### src/rtl/key_cond_pkg.sv
// Shared types and helpers for the push-button conditioner.
package key_cond_pkg;

  typedef enum logic [2:0] {
    IDLE,
    PRESS_WAIT,
    PRESSED,
    LONG,
    RELEASE_WAIT
  } key_state_e;

  // Pin level seen when the button is not pressed.
  function automatic logic released_level(input bit active_low);
    return active_low ? 1'b1 : 1'b0;
  endfunction

  // Bits needed to count 0..n-1, never less than one.
  function automatic int unsigned cnt_width(input int unsigned n);
    return (n > 1) ? $clog2(n) : 1;
  endfunction

endpackage

### src/rtl/key_sync.sv
// Two-flop synchroniser for an asynchronous input, with a configurable reset value.
module key_sync #(
  parameter logic RST_VAL = 1'b0
) (
  input  logic clk_i,
  input  logic rst_n_i,
  input  logic d_i,
  output logic q_o
);

  logic meta;

  always_ff @(posedge clk_i) begin
    if (!rst_n_i) begin
      meta <= RST_VAL;
      q_o  <= RST_VAL;
    end else begin
      meta <= d_i;
      q_o  <= meta;
    end
  end

endmodule

### src/rtl/key_conditioner.sv
// Push-button conditioner: synchronise, debounce, press/release/long pulses, sticky flags, counter.
// Optional auto-repeat while held in LONG is enabled by defining KEY_AUTO_REPEAT_EN.
module key_conditioner
  import key_cond_pkg::*;
#(
  parameter int unsigned DEBOUNCE_CYCLES   = 1000000,
  parameter int unsigned LONG_PRESS_CYCLES = 50000000,
  parameter int unsigned REPEAT_CYCLES     = 10000000,
  parameter int unsigned CNT_W             = 16,
  parameter bit          ACTIVE_LOW        = 1'b1
) (
  input  logic             clk_i,
  input  logic             rst_n_i,
  input  logic             key_raw_i,
  input  logic             evt_clr_i,
  input  logic             cnt_clr_i,
  output logic             key_level_o,
  output logic             press_pulse_o,
  output logic             release_pulse_o,
  output logic             long_pulse_o,
  output logic             press_evt_o,
  output logic             long_evt_o,
  output logic [CNT_W-1:0] press_cnt_o
);

  localparam int unsigned DB_W   = cnt_width(DEBOUNCE_CYCLES);
  localparam int unsigned HOLD_W = cnt_width(LONG_PRESS_CYCLES);
  localparam logic [DB_W-1:0]   DB_LAST   = DB_W'(DEBOUNCE_CYCLES - 1);
  localparam logic [HOLD_W-1:0] HOLD_LAST = HOLD_W'(LONG_PRESS_CYCLES - 1);

  // Reject degenerate cycle counts at elaboration.
  if (DEBOUNCE_CYCLES < 1 || LONG_PRESS_CYCLES < 1 || REPEAT_CYCLES < 1) begin : g_bad_param
    $error("key_conditioner: cycle parameters must be at least 1");
  end

  logic key_s;
  logic k;

  key_sync #(
    .RST_VAL(released_level(ACTIVE_LOW))
  ) u_sync (
    .clk_i  (clk_i),
    .rst_n_i(rst_n_i),
    .d_i    (key_raw_i),
    .q_o    (key_s)
  );

  assign k = key_s ^ ACTIVE_LOW;

  key_state_e        state_q, state_d;
  logic [DB_W-1:0]   db_cnt_q, db_cnt_d;
  logic [HOLD_W-1:0] hold_cnt_q, hold_cnt_d;
  logic              was_long_q, was_long_d;
  logic              press_p_d, release_p_d, long_p_d;

`ifdef KEY_AUTO_REPEAT_EN
  localparam int unsigned RPT_W = cnt_width(REPEAT_CYCLES);
  localparam logic [RPT_W-1:0] RPT_LAST = RPT_W'(REPEAT_CYCLES - 1);
  logic [RPT_W-1:0] rpt_cnt_q, rpt_cnt_d;
`endif

  // Next-state and pulse decode.
  always_comb begin
    state_d     = state_q;
    db_cnt_d    = db_cnt_q;
    hold_cnt_d  = hold_cnt_q;
    was_long_d  = was_long_q;
    press_p_d   = 1'b0;
    release_p_d = 1'b0;
    long_p_d    = 1'b0;
`ifdef KEY_AUTO_REPEAT_EN
    rpt_cnt_d   = rpt_cnt_q;
`endif
    unique case (state_q)
      IDLE: begin
        if (k) begin
          state_d  = PRESS_WAIT;
          db_cnt_d = '0;
        end
      end
      PRESS_WAIT: begin
        if (!k) begin
          state_d = IDLE;
        end else if (db_cnt_q == DB_LAST) begin
          state_d    = PRESSED;
          press_p_d  = 1'b1;
          hold_cnt_d = '0;
          was_long_d = 1'b0;
        end else begin
          db_cnt_d = db_cnt_q + DB_W'(1);
        end
      end
      PRESSED: begin
        if (!k) begin
          state_d  = RELEASE_WAIT;
          db_cnt_d = '0;
        end else if (hold_cnt_q == HOLD_LAST) begin
          state_d    = LONG;
          long_p_d   = 1'b1;
          was_long_d = 1'b1;
`ifdef KEY_AUTO_REPEAT_EN
          rpt_cnt_d  = '0;
`endif
        end else begin
          hold_cnt_d = hold_cnt_q + HOLD_W'(1);
        end
      end
      LONG: begin
        if (!k) begin
          state_d  = RELEASE_WAIT;
          db_cnt_d = '0;
        end
`ifdef KEY_AUTO_REPEAT_EN
        else if (rpt_cnt_q == RPT_LAST) begin
          press_p_d = 1'b1;
          rpt_cnt_d = '0;
        end else begin
          rpt_cnt_d = rpt_cnt_q + RPT_W'(1);
        end
`endif
      end
      RELEASE_WAIT: begin
        // A bounce back to pressed resumes where it left off; hold_cnt is kept.
        if (k) begin
          state_d = was_long_q ? LONG : PRESSED;
        end else if (db_cnt_q == DB_LAST) begin
          state_d     = IDLE;
          release_p_d = 1'b1;
        end else begin
          db_cnt_d = db_cnt_q + DB_W'(1);
        end
      end
      default: state_d = IDLE;
    endcase
  end

  // State, counters and registered outputs.
  always_ff @(posedge clk_i) begin
    if (!rst_n_i) begin
      state_q         <= IDLE;
      db_cnt_q        <= '0;
      hold_cnt_q      <= '0;
      was_long_q      <= 1'b0;
      key_level_o     <= 1'b0;
      press_pulse_o   <= 1'b0;
      release_pulse_o <= 1'b0;
      long_pulse_o    <= 1'b0;
      press_evt_o     <= 1'b0;
      long_evt_o      <= 1'b0;
      press_cnt_o     <= '0;
`ifdef KEY_AUTO_REPEAT_EN
      rpt_cnt_q       <= '0;
`endif
    end else begin
      state_q         <= state_d;
      db_cnt_q        <= db_cnt_d;
      hold_cnt_q      <= hold_cnt_d;
      was_long_q      <= was_long_d;
      key_level_o     <= (state_d == PRESSED) || (state_d == LONG) || (state_d == RELEASE_WAIT);
      press_pulse_o   <= press_p_d;
      release_pulse_o <= release_p_d;
      long_pulse_o    <= long_p_d;
      press_evt_o     <= press_p_d | (press_evt_o & ~evt_clr_i);
      long_evt_o      <= long_p_d | (long_evt_o & ~evt_clr_i);
      // A clear coinciding with a press keeps that press.
      press_cnt_o     <= cnt_clr_i ? CNT_W'(press_p_d) : press_cnt_o + CNT_W'(press_p_d);
`ifdef KEY_AUTO_REPEAT_EN
      rpt_cnt_q       <= rpt_cnt_d;
`endif
    end
  end

endmodule

### config.mk
export PLATFORM = sky130hd
export DESIGN_NAME = key_conditioner
export DESIGN_NICKNAME = d
export VERILOG_FILES = /design/src/rtl/key_cond_pkg.sv /design/src/rtl/key_sync.sv /design/src/rtl/key_conditioner.sv
export SDC_FILE = /design/constraint.sdc
export NUM_CORES = 1
export LEC_CHECK = 0
export CORE_ASPECT_RATIO = 1.75
export CORE_MARGIN = 5
export CORE_UTILIZATION = 54
export CTS_CLUSTER_DIAMETER = 200
export DETAILED_ROUTE_END_ITERATION = 10
export PLACE_DENSITY_LB_ADDON = 0.08
export SETUP_SLACK_MARGIN = 0.4
export SLEW_MARGIN = 30
export SYNTH_ARGS = -nofsm -noshare
export SYNTH_HDL_FRONTEND = slang
export SYNTH_HIERARCHICAL = 1
export SYNTH_SLANG_ARGS = --single-unit
### constraint.sdc
create_clock -name clk_i -period 2.4 [get_ports clk_i]
set_input_delay 0.6 -clock clk_i [delete_from_list [all_inputs] [get_ports clk_i]]
set_output_delay 0.6 -clock clk_i [all_outputs]
set_load 0.1 [all_outputs]
* After elaboration in Yosys (flattened, before gate mapping)
Cells that the tools add are included.
** Cells by class
- Add/subtract/negate cells :: 3
- Multipliers :: 0
- Div/mod/pow operators :: 0
- Magnitude comparators :: 0
- Equal/unequal tests :: 17
- Shift operators :: 0
- Muxes and demuxes :: 33
- Bitwise logic cells :: 6
- Reduce and logical (&&, ||, !) cells :: 11
** Operators with widths (number)
- 26-bit two-way mux :: 4
- 20-bit two-way mux :: 5
- 20-bit one-hot mux with 4 select lines :: 1
- 26-bit one-hot mux with 2 select lines :: 1
- 26-bit by 1-bit adder with 26-bit output (second input constant) :: 1
- 26-bit == test (second input constant) :: 1
- 3-bit two-way mux :: 8
- 20-bit by 1-bit adder with 20-bit output (second input constant) :: 1
- 20-bit == test (second input constant) :: 1
- 16-bit by 1-bit adder with 16-bit output :: 1
- 3-bit one-hot mux with 5 select lines :: 1
- 5-bit AND reduction :: 3
- 3-bit by 2-bit == test with 1-bit output (second input constant) :: 4
- 1-bit two-way mux :: 12
- 2-bit inequality test (second input constant) :: 6
- 3-bit == test (second input constant) :: 2
- 2-bit by 1-bit inequality test with 1-bit output (second input constant) :: 2
- 4-bit nonzero test :: 1
- 2-bit OR reduction :: 2
- 3-bit by 1-bit == test with 1-bit output (second input constant) :: 1
- 3-bit zero test :: 1
- 3-bit AND reduction :: 1
- 1-bit bitwise AND :: 2
- 1-bit logical OR :: 2
- 4 further kinds :: 6
** Word-level totals
- Register bits after elaboration :: 74
- Latch bits :: 0
- RAM bits :: 0
- ROM bits :: 0
- Logic and storage cells :: 84
- Memories kept :: 0

* Depth between registers and ports, before layout
Gate-level depths: netlist of run 1.
- Depth after elaboration :: 7
- Depth in mapped cells :: 10
- Gate-level depth less buffers :: 9

* Cells and area by module
Netlist of run 1, hierarchy kept.
** By module, submodules not included
- key_conditioner :: times used 1, cells an instance 429, area each 3578.4 um^2, seq. area each 1441.4 um^2
- key_sync :: times used 1, cells an instance 4, area each 52.6 um^2, seq. area each 40.0 um^2

* Least setup slack after synthesis of run 1
No wires, ideal clock.
- Path type :: reg2reg
- Start :: register press_cnt_o[3]
- End :: register press_cnt_o[14]
- Data arrival time :: 2417 ps
- Slack :: -87 ps
- Stages on the path, launching flop included :: 6
- Period minus slack after synthesis :: 2487 ps
- Cell sequence :: dfxtp_1 > nand4_1 > nor4_2 > nand4_1 > or3_1 > a21oi_1
** Between the ends
- Longest elaborated chain between the ends :: 1
** RTL lines
- start, declared :: line key_conditioner.sv:23 : output logic [CNT_W-1:0] press_cnt_o
- start signal, assigned :: line key_conditioner.sv:166 : press_cnt_o <= cnt_clr_i ? CNT_W'(press_p_d) : press_cnt_o + CNT_W'(press_p_d);
- 16-bit by 1-bit adder with 16-bit output :: line key_conditioner.sv:166
No other way between the ends.
A chain may end at the register's enable or synchronous reset.

* Worst setup path in the final report of run 1
- Start :: register state_q[1]
- End :: register press_cnt_o[6]
** Between the ends
- Longest elaborated chain between the ends :: 3
** RTL lines
- start, declared :: line key_conditioner.sv:50 : key_state_e state_q, state_d;
- start signal, assigned :: line key_conditioner.sv:155 : state_q <= state_d;
- 3-bit by 1-bit == test with 1-bit output :: line key_conditioner.sv:74 : unique case (state_q)
- 1-bit two-way mux :: line key_conditioner.sv:74
- named net press_p_d :: line key_conditioner.sv:54 : logic press_p_d, release_p_d, long_p_d;
- 16-bit by 1-bit adder with 16-bit output :: line key_conditioner.sv:166
The timed path passes the listed nets, and every way through them passes these cells.

==> load_flow_metrics.sql, run 1 <==
INSERT INTO impl_metrics (metric_group, metric, value, unit) VALUES
('outcome', 'run_status', 'finished, final reports clean', ''),
('cts', 'clock_buffers_created_by_tritoncts', '9', ''),
('cts', 'clockBufferDepth', '2', ''),
('route', 'wl_per_cell', '16.9', 'um'),
('layout', 'diodes', '0', ''),
('synth', 'dominantRegCellSynth', 'dfxtp_1', ''),
('layout', 'drive_above_1_share', '21.6', '%'),
('floorplan', 'floorplan.die_area', '0.00853', 'mm2'),
('route', 'detailroute.via_count', '3426', ''),
('synth', 'synth.yosys.seq_area_share', '40.8', '%'),
('cts', 'cts.htree.levels', '3', ''),
('cts', 'numClockSinks', '74', ''),
('timing', 'setup-violations-final', '0', ''),
('grt', 'gr-total-overflow', '0', ''),
('cts', 'cts_tree', 'yes', ''),
('synth', 'postSynthAreaPerCell', '8.39', 'um2'),
('synth', 'syn-num-nets', '442', ''),
('route', 'drt_iter0_drc', '283', ''),
('route', 'antenna_violating_nets_post_route', '0', ''),
('floorplan', 'die_height', '118', 'um'),
('cts', 'worst_skew_pair.late_latency', '340', 'ps'),
('route', 'drcViolationCount', '0', ''),
('synth', 'post_syn_area', '0.00363', 'mm2'),
('grt', 'grt_start_max_net_pins', '24', ''),
('route', 'avgViaCountPerCell', '6.17', ''),
('run', 'max_cap_violations', '0', ''),
('power', 'static-leakage-power', '1.46', 'nW'),
('place', 'io_buffer_count', '26', ''),
('cts', 'cts.root.buffer_cell', 'clkbuf_16', ''),
('timing', 'worst_slew_pin_slew', '601', 'ps'),
('place', 'dpl.cell_count', '532', ''),
('hold_path', 'hold_path.class', 'flip-flop to flip-flop', ''),
('floorplan', 'io-pin-count', '27', ''),
('layout', 'postLayoutCellArea', '0.00448', 'mm2'),
('power', 'power.ir.vdd_worst', '478', 'uV'),
('layout', 'sequential_cell_area', '0.00152', 'mm2'),
('synth', 'synth_area_leader_cell', 'dfxtp_1', ''),
('floorplan', 'chipWidth', '72.0', 'um'),
('timing', 'period_share', '82.2', '%'),
('timing', 'clock-skew-final', '3.62', 'ps'),
('timing', 'fmaxAchievable', '507', 'MHz'),
('synth', 'commonest_cells_post_synth', 'dfxtp_1 (74), a21oi_1 (41), nor2_1 (33)', ''),
('setup_path', 'path_max_fanout', '10', ''),
('timing', 'post-route-min-period', '1970', 'ps'),
('setup_path', 'timing.critical_path.to_type', 'flip-flop', ''),
('floorplan', 'placeableCoreArea', '0.00654', 'mm2'),
('setup_path', 'worst_setup_path_start_kind', 'flip-flop', ''),
('floorplan', 'start_util', '55.5', '%'),
('setup_path', 'crit_path_max_incr_delay', '390', 'ps'),
('grt', 'grt_first_pass_wirelength', '15.3', 'mm'),
('synth', 'synth_cell_types', '49', ''),
('cts', 'worst_setup_hold_path_clk_slew', '60', 'ps'),
('setup_path', 'crit_slowest_cell', 'dfxtp_4', ''),
('route', 'first_pass_iters', '4', ''),
('place', 'finalWeightedCongestion', '0.909', ''),
('setup_path', 'reg2reg_slack', '430', 'ps'),
('timing', 'hold_violations', '0', ''),
('synth', 'synthCells', '433', ''),
('power', 'total_power', '2.57', 'mW'),
('synth', 'yosys-top-cells-area', 'dfxtp_1 (41%), a21oi_1 (5.7%), o31ai_1 (3.7%)', ''),
('timing', 'timing.setup.tns', '0', 'ps'),
('place', 'dpl-instance-area', '0.00398', 'mm2'),
('setup_path', 'required_arrival_time_at_the_worst_endpoint', '2660', 'ps'),
('route', 'routed_wirelength', '9.36', 'mm'),
('grt', 'via_count_of_the_first_global_routing_pass', '3378', ''),
('synth', 'synth_top_cell_area_share', '40.8', '%'),
('timing', 'worst_hold_slack', '423', 'ps'),
('setup_path', 'path_class', 'flip-flop to flip-flop', ''),
('layout', 'finish.cell_count_without_fillers', '555', ''),
('layout', 'layout.nets', '477', ''),
('synth', 'synth_enable_flop_cells', '0', '');
==> final timing paths <==
path	start	cells past startpoint	end
worst min-delay path	u_sync/meta	1	u_sync/q_o
worst max-delay path	state_q[1]	8	press_cnt_o[6]
worst max register to register	state_q[1]	8	press_cnt_o[6]
worst min register to register	u_sync/meta	1	u_sync/q_o
==> what timing repair did <==
item                                    in CTS  in global routing
pin swaps                                    7                  8
buffers inserted                             3                  2
cloned                                       1                  1
endpoints found under the setup margin      45                 37
resized for setup                           21                 20
hold buffers                                 0                  0
==> layout make-up <==
class,count,share of cell area (%)
clock inverter,2,0.223
tap,82,2.29
inverter,14,1.17
multi-input combinational,326,48.5
clock buffer,14,6.11
sequential,74,33.9
timing repair buffer,43,7.78
==> critical path: cells and delay by family (launching register included) <==
| family | cells | cell delay, ps |
|---|---|---|
| fa+ha+maj | 2 | 300 |
| compound gates | 1 | 120 |
| simple gates | 5 | 1090 |
| flops | 1 | 390 |
==> where the power goes <==
group          leakage [nW]  switching (mW)  internal (mW)  total [mW]
clock                 0.143           0.490          0.781        1.27
combinational         0.715          0.0430         0.0239      0.0669
sequential            0.607         0.00488           1.22        1.23
==> placed cells by master (no fill, tap or decap), types with 3 or more instances in the layout <==
| cell | instances |
|---|---|
| and4_1 | 4 |
| or4_1 | 17 |
| o31ai_1 | 18 |
| o21a_1 | 4 |
| xor2_1 | 5 |
| nor3_1 | 7 |
| and3_1 | 10 |
| clkbuf_8 | 3 |
| nor2_1 | 31 |
| o21ai_0 | 18 |
| nand2b_1 | 8 |
| nor4_1 | 10 |
| buf_4 | 37 |
| a21oi_1 | 38 |
| nand3_1 | 18 |
| nand4_1 | 17 |
| or3_1 | 16 |
| clkdlybuf4s50_1 | 4 |
| and4b_1 | 3 |
| dfxtp_1 | 58 |
| a21oi_2 | 4 |
| xnor2_1 | 14 |
| nand2_1 | 31 |
| clkbuf_16 | 9 |
| dfxtp_4 | 7 |
| dfxtp_2 | 9 |
| inv_1 | 13 |
| mux2i_1 | 6 |
==> flip-flops by register name (all words and copies together) (netlist names), 3 cells and up <==
name,cells
press_cnt_o,16
state_q,3
hold_cnt_q,26
db_cnt_q,20
==> metal layers <==
layer	GRT usage, %	wire length, um	vias to the layer above
met5	0	0	-
met3	4.33	253	29
met4	13.9	337	0
met1	23.1	3540	1653
li1	-	-	1677
met2	40.7	5230	67
==> cell families after synthesis <==
| group | count (synthesis) | share of synthesized area [%] |
|---|---|---|
| compound gates | 94 | 15.7 |
| xor+xnor | 19 | 4.58 |
| fa+ha+maj | 4 | 1.38 |
| buf+inv | 35 | 4.41 |
| flops | 74 | 40.8 |
| mux | 6 | 1.65 |
| simple gates | 201 | 31.5 |
==> per-stage QoR <==
stage | util, % | setup slack [ps]
CTS | 66.7 | 393
finish | 68.6 | 428
global placement | 60.8 | 273
detailed placement | 60.8 | 193
global route | 68.6 | 314
floorplan | - | 395
No activity file was read; power rests on OpenSTA's default activity.
==> run 2: changes to the inputs <==
- clock period: 2.4 -> 1.95 ns (I/O delays scaled with it)
==> run 2 against run 1 <==
Synthesized area unchanged. The run now fails in 5_1_grt. Synthesized cell count unchanged.
==> load_flow_metrics.sql, run 2 <==
INSERT INTO impl_metrics (metric_group, metric, value, unit) VALUES
('floorplan', 'io-pin-count', '27', ''),
('synth', 'postSynthAreaPerCell', '8.39', 'um2'),
('outcome', 'run_status', 'aborted with a tool error', ''),
('place', 'finalWeightedCongestion', '0.875', ''),
('place', 'dpl.hpwl', '7.19', 'mm'),
('grt', 'grt_start_max_net_pins', '23', ''),
('place', 'io_buffer_count', '26', ''),
('cts', 'clockBufferDepth', '2', ''),
('synth', 'yosys-top-cells-area', 'dfxtp_1 (41%), a21oi_1 (5.7%), o31ai_1 (3.7%)', ''),
('floorplan', 'num_rows', '39', ''),
('timing', 'endpoint_type', 'sequential cell input', ''),
('cts', 'cts.htree.levels', '3', ''),
('synth', 'post_syn_area', '0.00363', 'mm2'),
('synth', 'synth_area_leader_cell', 'dfxtp_1', ''),
('synth', 'synth_enable_flop_cells', '0', ''),
('timing', 'repair-timing-grt-worst-ep', 'press_cnt_o[6]$_SDFF_PP0_/D', ''),
('synth', 'dominantRegCellSynth', 'dfxtp_1', ''),
('cts', 'numClockSinks', '74', ''),
('outcome', 'tool.error', '[ERROR DPL-0038] Utilization greater than 100%, impossible to legalize', ''),
('synth', 'commonest_cells_post_synth', 'dfxtp_1 (74), a21oi_1 (41), nor2_1 (33)', ''),
('synth', 'seq_cells_post_synth', '74', ''),
('floorplan', 'die_height', '118', 'um'),
('cts', 'postCtsHoldBufs', '0', ''),
('synth', 'synth_top_cell_area_share', '40.8', '%'),
('outcome', 'outcome.stop_stage', '5_1_grt', ''),
('cts', 'clock_buffers_created_by_tritoncts', '9', ''),
('cts', 'cts.root.buffer_cell', 'clkbuf_16', ''),
('synth', 'synth.yosys.seq_area_share', '40.8', '%'),
('synth', 'synth_async_sr_flop_share', '0', '%'),
('floorplan', 'start_util', '55.5', '%'),
('synth', 'syn-num-nets', '442', ''),
('synth', 'most_repeated_cell_in_the_gate_level_netlist_after_synthesis', 'dfxtp_1', ''),
('synth', 'yosys_warnings', '6', ''),
('floorplan', 'chipWidth', '72.0', 'um'),
('synth', 'synthCells', '433', ''),
('synth', 'synth_cell_types', '49', '');
==> run 2: cell counts after synthesis <==
No cell type changed its count.
==> run 2: through the flow <==
| stage | cells | setup WS, ps | setup TNS, ps | instance area (um2) |
|---|---|---|---|---|
| global placement | 570 | -28.1 | -28.1 | 4710 |
| detailed placement | 570 | -67.8 | -169 | 4710 |
| CTS | 625 | -3.30 | -3.30 | 5920 |
| floorplan | 433 | -20.3 | -38.1 | 3850 |
==> run 2: kinds of logic after synthesis <==
group,Yosys count,synth area share (%)
compound gates,94,15.7
xor+xnor,19,4.58
fa+ha+maj,4,1.38
buf+inv,35,4.41
flops,74,40.8
mux,6,1.65
simple gates,201,31.5
==> run 2: what timing repair did <==
action                                  4_1_cts
gates cloned                                  8
pin swaps                                    68
resized for setup                           124
endpoints found under the setup margin       69
buffers inserted                             31
==> run 3: changes to the inputs <==
- CORE_ASPECT_RATIO: 1.75 -> unset
- CORE_UTILIZATION: 54 -> 39
- CTS_CLUSTER_DIAMETER: 200 -> unset
- PLACE_DENSITY_LB_ADDON: 0.08 -> 0.15
- SETUP_SLACK_MARGIN: 0.4 -> unset
==> run 3 against run 2 <==
The flow now finishes, with violations (setup timing).
==> load_flow_metrics.sql, run 3 (synthesized netlist as in run 1, its figures left out) <==
INSERT INTO impl_metrics (metric_group, metric, value, unit) VALUES
('route', 'routed_wirelength', '9.62', 'mm'),
('outcome', 'violations_in_the_final_reports', 'setup timing', ''),
('cts', 'cts.root.buffer_cell', 'clkbuf_8', ''),
('place', 'dpl.hpwl', '6.44', 'mm'),
('route', 'first_pass_iters', '4', ''),
('timing', 'rsz0062_at_grt', 'yes', ''),
('route', 'drt_iter0_drc', '140', ''),
('power', 'power_switching', '669', 'uW'),
('layout', 'drive_above_1_share', '34.4', '%'),
('layout', 'most-common-layout-cells', 'buf_4 (60), dfxtp_1 (56), nand2_1 (31)', ''),
('grt', 'grt_antenna_before_repair', '0', ''),
('power', 'total_power', '2.81', 'mW'),
('timing', 'setup-violations-final', '1', ''),
('timing', 'period_share', '100', '%'),
('run', 'max_cap_violations', '0', ''),
('timing', 'post-route-min-period', '1960', 'ps'),
('floorplan', 'num_rows', '35', ''),
('layout', 'postLayoutCellArea', '0.00526', 'mm2'),
('setup_path', 'critical_path_start', 'db_cnt_q[9]', ''),
('floorplan', 'die_height', '106', 'um'),
('setup_path', 'reg2reg_slack', '-8', 'ps'),
('layout', 'largest_register', 'hold_cnt_q', ''),
('power', 'switching_share', '23.8', '%'),
('power', 'static-leakage-power', '1.80', 'nW'),
('grt', 'via_count_of_the_first_global_routing_pass', '3212', ''),
('hold_path', 'worst_hold_path.num_cells', '1', ''),
('route', 'drcViolationCount', '0', ''),
('timing', 'hold_violations', '0', ''),
('layout', 'filler_cell_count', '794', ''),
('grt', 'grt_first_pass_wirelength', '15.2', 'mm'),
('setup_path', 'rr_endpoint', 'db_cnt_q[11]', ''),
('layout', 'final_util', '57.5', '%'),
('place', 'io_buffer_count', '26', ''),
('setup_path', 'data_arrival_at_the_endpoint_of_the_critical_path', '2250', 'ps'),
('setup_path', 'rr_worst_depth', '6', ''),
('timing', 'clock-skew-final', '11.4', 'ps'),
('setup_path', 'required_arrival_time_at_the_worst_endpoint', '2240', 'ps'),
('setup_path', 'timing.critical_path.to_type', 'flip-flop', ''),
('cts', 'cts.htree.levels', '3', ''),
('layout', 'layout_commonest_cell', 'buf_4', ''),
('cts', 'numClockSinks', '74', ''),
('place', 'dpl-instance-area', '0.00470', 'mm2'),
('cts', 'worst_setup_hold_path_clk_slew', '80', 'ps'),
('route', 'avgViaCountPerCell', '5.65', ''),
('floorplan', 'start_util', '39.7', '%'),
('outcome', 'run_status', 'complete, but fails checks', ''),
('layout', 'largestRegisters', 'hold_cnt_q: 26 flops, db_cnt_q: 20 flops, press_cnt_o: 16 flops', ''),
('power', 'p_seq_share', '53.6', '%'),
('route', 'wl_per_cell', '15.1', 'um'),
('grt', 'global_route_total_usage_across_every_layer', '16.2', '%'),
('setup_path', 'worst_setup_path_start_kind', 'flip-flop', ''),
('grt', 'gr-total-overflow', '0', ''),
('cts', 'cts_tree', 'yes', ''),
('floorplan', 'io-pin-count', '27', ''),
('setup_path', 'path_max_fanout', '6', ''),
('hold_path', 'hp-start', 'u_sync/meta', ''),
('hold_path', 'hold_path.class', 'flip-flop to flip-flop', ''),
('layout', 'layout-area-overhead-vs-synth', '44.9', '%'),
('timing', 'finalMaxSlewViolations', '0', ''),
('timing', 'fmaxAchievable', '511', 'MHz'),
('timing', 'final_critical_path_setup_slack', '-7.91', 'ps'),
('floorplan', 'placeableCoreArea', '0.00915', 'mm2'),
('power', 'clkPwrFrac', '42.7', '%'),
('grt', 'grt_start_max_net_pins', '34', ''),
('power', 'share_comb_of_total_power', '3.7', '%'),
('setup_path', 'critical_path.reg2reg.startpoint', 'db_cnt_q[9]', ''),
('layout', 'largest_register_ffs', '26', ''),
('cts', 'clockBufferDepth', '2', ''),
('cts', 'clock_buffers_created_by_tritoncts', '9', ''),
('floorplan', 'floorplan.die_area', '0.0113', 'mm2'),
('setup_path', 'critical_path_endpoint', 'db_cnt_q[11]', ''),
('layout', 'diodes', '0', ''),
('power', 'internal', '2.14', 'mW'),
('power', 'power.ir.vdd_worst', '256', 'uV'),
('setup_path', 'path_class', 'flip-flop to flip-flop', ''),
('timing', 'worst_slew_pin_slew', '397', 'ps'),
('route', 'antenna_violating_nets_post_route', '0', ''),
('timing', 'timing.setup.tns', '-7.91', 'ps'),
('floorplan', 'chipWidth', '106', 'um'),
('route', 'detailroute.via_count', '3589', ''),
('layout', 'layout.nets', '528', ''),
('cts', 'worst_skew_pair.late_latency', '350', 'ps'),
('power', 'total_power_density_per_cell_area', '534', 'mW/mm2'),
('timing', 'max_slew_margin', '73.3', '%'),
('cts', 'postCtsHoldBufs', '0', ''),
('place', 'finalWeightedCongestion', '0.806', ''),
('timing', 'worst_hold_slack', '419', 'ps');
## run 3: timing repair
item	4_1_cts	5_1_grt
gates resized for setup	7	53
buffers inserted	0	7
setup endpoints to repair	19	46
pin swaps	0	36
cloned	0	4
## run 3: power groups by stage
| stage | logic, mW | clock network, mW | registers, mW |
|---|---|---|---|
| 3_3_place_gp | 0.0968 | 0 | 1.54 |
| 2_1_floorplan | 0.0511 | 0 | 1.54 |
| 6_report | 0.105 | 1.20 | 1.51 |
| 4_1_cts | 0.0992 | 1.23 | 1.51 |
| 5_1_grt | 0.113 | 1.30 | 1.51 |
| 3_5_place_dp | 0.0977 | 0 | 1.54 |
## run 3: how the worst min path moves through the flow
stage | endpoint | slack (ps)
2_1_floorplan | u_sync/q_o | 390
3_3_place_gp | u_sync/q_o | 410
3_5_place_dp | u_sync/q_o | 400
4_1_cts | u_sync/q_o | 420
5_1_grt | u_sync/q_o | 440
6_report | u_sync/q_o | 420
## run 3: metrics by stage
step                      instances  setup slack (ps)
after floorplan                 433             -21.9
final                           635             -7.91
after global routing            635             -83.6
after detailed placement        608             -75.3
after CTS                       624             -15.8
after global placement          608             -43.5
## run 3: routing by layer
layer	routed length, um	global-route usage, %	vias up
li1	-	-	1781
met2	4670	26.0	61
met1	4430	21.8	1735
met5	0	0	-
met4	161	6.21	0
met3	352	2.61	12
## run 3: final cells by class
cell class / count / area, um2 / share of cell area, %
Clock buffer: 10 / 128 / 2.43
Clock inverter: 6 / 65.1 / 1.24
Timing Repair Buffer: 96 / 1110 / 21.0
Inverter: 14 / 52.6 / 0.999
Sequential cell: 74 / 1520 / 28.9
Multi-Input combinational cell: 324 / 2250 / 42.7
Tap cell: 111 / 139 / 2.64
## run 3: worst max-delay path, cell delays in order, from the launching register on
cell	delay [ps]
dfxtp_1	320
and4b_1	230
and4_2	250
buf_4	160
a31o_4	260
or4_1	520
a21oi_2	150
==> run 4: changes to the inputs <==
- REMOVE_ABC_BUFFERS: unset -> 1
==> run 4 against run 3 <==
The flow now finishes without violations. Sequential power barely moved. Sequential share of layout area rose by 0.10 points. Worst setup slack improved by 8.9 ps. Critical endpoint is now press_cnt_o[6]. Power rose by 4.7%. Largest power group unchanged. Via count rose by 0.53%. First-iteration DRC count fell by 2.9%. Sequential cell count did not move. Combinational power barely moved. Critical path depth rose by 2. Count of clock-buffer cells in the layout fell by 1.
==> load_flow_metrics.sql, run 4 (synthesized netlist as in run 1, its figures left out) <==
INSERT INTO impl_metrics (metric_group, metric, value, unit) VALUES
('layout', 'layout-area-overhead-vs-synth', '42.0', '%'),
('grt', 'grt_start_max_net_pins', '23', ''),
('route', 'routed_wirelength', '9.75', 'mm'),
('power', 'switching_share', '22.8', '%'),
('cts', 'postCtsHoldBufs', '0', ''),
('grt', 'gr-total-overflow', '0', ''),
('power', 'total_power', '2.94', 'mW'),
('setup_path', 'path_max_fanout', '7', ''),
('cts', 'worst_setup_hold_path_clk_slew', '90', 'ps'),
('power', 'static-leakage-power', '1.76', 'nW'),
('hold_path', 'worst_hold_path.num_cells', '1', ''),
('cts', 'cts_tree', 'yes', ''),
('layout', 'largest_register_ffs', '26', ''),
('setup_path', 'crit_slowest_cell', 'dfxtp_2', ''),
('cts', 'worst_skew_pair.late_latency', '350', 'ps'),
('place', 'io_buffer_count', '26', ''),
('layout', 'diodes', '0', ''),
('setup_path', 'required_arrival_time_at_the_worst_endpoint', '2220', 'ps'),
('setup_path', 'data_arrival_at_the_endpoint_of_the_critical_path', '2220', 'ps'),
('cts', 'cts.htree.levels', '3', ''),
('floorplan', 'chipWidth', '106', 'um'),
('setup_path', 'timing.critical_path.mode_cell', 'ha_4', ''),
('setup_path', 'cp_cell_sequence', 'nor4_4 -> nand4_1 -> nor2_2 -> ha_4 -> ha_4 -> nand2_4 -> or3_4 -> a21oi_2', ''),
('power', 'power_switching', '671', 'uW'),
('cts', 'numClockSinks', '74', ''),
('layout', 'layout_commonest_cell', 'buf_4', ''),
('power', 'power.ir.vdd_worst', '290', 'uV'),
('power', 'internal', '2.27', 'mW'),
('layout', 'layout.nets', '531', ''),
('timing', 'clock-skew-final', '11.6', 'ps'),
('timing', 'timing.setup.tns', '0', 'ps'),
('timing', 'setup-violations-final', '0', ''),
('setup_path', 'worst_setup_path_start_kind', 'flip-flop', ''),
('floorplan', 'placeableCoreArea', '0.00915', 'mm2'),
('timing', 'finalMaxSlewViolations', '0', ''),
('timing', 'hold_violations', '0', ''),
('setup_path', 'path_class', 'flip-flop to flip-flop', ''),
('layout', 'largest_register', 'hold_cnt_q', ''),
('place', 'dpl.hpwl', '6.35', 'mm'),
('grt', 'grt_first_pass_wirelength', '15.6', 'mm'),
('layout', 'largestRegisters', 'hold_cnt_q: 26 flops, db_cnt_q: 20 flops, press_cnt_o: 16 flops', ''),
('grt', 'global_route_total_usage_across_every_layer', '16.9', '%'),
('layout', 'final_util', '56.4', '%'),
('setup_path', 'timing.critical_path.to_type', 'flip-flop', ''),
('route', 'detailroute.via_count', '3608', ''),
('cts', 'clockBufferDepth', '2', ''),
('setup_path', 'rr_endpoint', 'press_cnt_o[6]', ''),
('setup_path', 'critical_path.reg2reg.startpoint', 'db_cnt_q[6]', ''),
('cts', 'clock_buffers_created_by_tritoncts', '9', ''),
('run', 'max_cap_violations', '0', ''),
('route', 'drt_iter0_drc', '136', ''),
('floorplan', 'start_util', '39.7', '%'),
('route', 'avgViaCountPerCell', '5.66', ''),
('setup_path', 'kind_of_cell_with_the_highest_combined_delay_on_the_critical_path', 'simple AND/OR/NAND/NOR gates', ''),
('floorplan', 'io-pin-count', '27', ''),
('hold_path', 'timing.hold.worst_endpoint', 'u_sync/q_o', ''),
('cts', 'cts.root.buffer_cell', 'clkbuf_8', ''),
('route', 'wl_per_cell', '15.3', 'um'),
('timing', 'worst_slew_pin_slew', '671', 'ps'),
('hold_path', 'hold_path.class', 'flip-flop to flip-flop', ''),
('setup_path', 'reg2reg_slack', '0.9', 'ps'),
('layout', 'finish.cell_count_without_fillers', '638', ''),
('place', 'dpl_worst_slack', '-216', 'ps'),
('timing', 'fmaxAchievable', '513', 'MHz'),
('setup_path', 'rr_worst_depth', '8', ''),
('floorplan', 'floorplan.die_area', '0.0113', 'mm2'),
('place', 'dpl.cell_count', '608', ''),
('place', 'finalWeightedCongestion', '0.865', ''),
('route', 'antenna_violating_nets_post_route', '0', ''),
('hold_path', 'hp-start', 'u_sync/meta', ''),
('route', 'drcViolationCount', '0', ''),
('power', 'share_comb_of_total_power', '3.5', '%'),
('timing', 'max_slew_margin', '55.3', '%'),
('layout', 'most-common-layout-cells', 'buf_4 (64), dfxtp_1 (62), a21oi_1 (38)', ''),
('floorplan', 'num_rows', '35', ''),
('setup_path', 'crit_path_max_incr_delay', '340', 'ps'),
('power', 'p_seq_share', '51.5', '%'),
('grt', 'via_count_of_the_first_global_routing_pass', '3319', ''),
('timing', 'period_share', '100', '%'),
('timing', 'final_critical_path_setup_slack', '0.947', 'ps'),
('floorplan', 'die_height', '106', 'um'),
('layout', 'drive_above_1_share', '29.6', '%'),
('outcome', 'run_status', 'finished, final reports clean', ''),
('timing', 'rsz0062_at_grt', 'yes', ''),
('grt', 'grt_antenna_before_repair', '0', ''),
('power', 'clkPwrFrac', '45.0', '%'),
('timing', 'post-route-min-period', '1950', 'ps'),
('route', 'first_pass_iters', '5', ''),
('setup_path', 'critPathBufInv', '0', ''),
('power', 'total_power_density_per_cell_area', '571', 'mW/mm2');
[run 4: cell types whose count changed in the layout (fill, tap and decap cells not counted), sizes merged]
cell    delta
inv        -2
bufinv     +1
clkbuf     -4
clkinv     +2
buf        +2
a21oi      +4
[run 4: layout make-up]
cell class | count | area, um2
sequential | 74 | 1500
timing repair buffer | 95 | 1040
clock inverter | 7 | 93.8
tap | 111 | 139
inverter | 14 | 52.6
multi-input combinational | 328 | 2210
clock buffer | 9 | 124
fill | 840 | 4000
[run 4: power groups by stage]
stage	sequential [mW]	clock (mW)	combinational [mW]
final	1.52	1.33	0.103
after detailed placement	1.55	0	0.0976
after global placement	1.55	0	0.0971
after CTS	1.52	1.36	0.0995
after global routing	1.52	1.43	0.110
after floorplan	1.55	0	0.0404
[run 4: worst register-to-register path, stage by stage (launching register included)]
cell,delay (ps)
dfxtp_2,340
nor4_4,290
nand4_1,180
nor2_2,210
ha_4,180
ha_4,140
nand2_4,70
or3_4,340
a21oi_2,120
[run 4: per-stage QoR]
step           hold WS, ps  instance area, um2
2_1_floorplan          386                3520
4_1_cts                450                4990
5_1_grt                497                5160
6_report               446                5160
3_3_place_gp           397                4610
3_5_place_dp           419                4610
[run 4: timing repair]
| item | in CTS | in global routing |
|---|---|---|
| gates resized for setup | 21 | 29 |
| endpoints found under the setup margin | 37 | 45 |
| cloned | 1 | 3 |
| buffers inserted | 8 | 2 |
| pin swaps | 6 | 17 |
[run 4: metal layers]
layer	up-vias	wire [um]	track usage [%]	part of all wire, %
met5	-	0	0	0
met1	1706	4420	22.2	45
met2	87	4700	27.2	48
li1	1800	-	-	-
met3	15	471	3.58	4.8
met4	0	157	6.21	1.6
[run 4: how the worst max path moves through the flow]
stage                         startpoint               to  cells after the start  slack (ps)
after floorplan           press_cnt_o[3]  press_cnt_o[14]                      5        -540
after global placement        u_sync/q_o  press_cnt_o[10]                      8        -170
after detailed placement      u_sync/q_o   press_cnt_o[8]                      9        -220
after CTS                     state_q[1]   press_cnt_o[9]                      8           6
after global routing         db_cnt_q[6]   press_cnt_o[6]                      8         -80
final                        db_cnt_q[6]   press_cnt_o[6]                      8         0.9
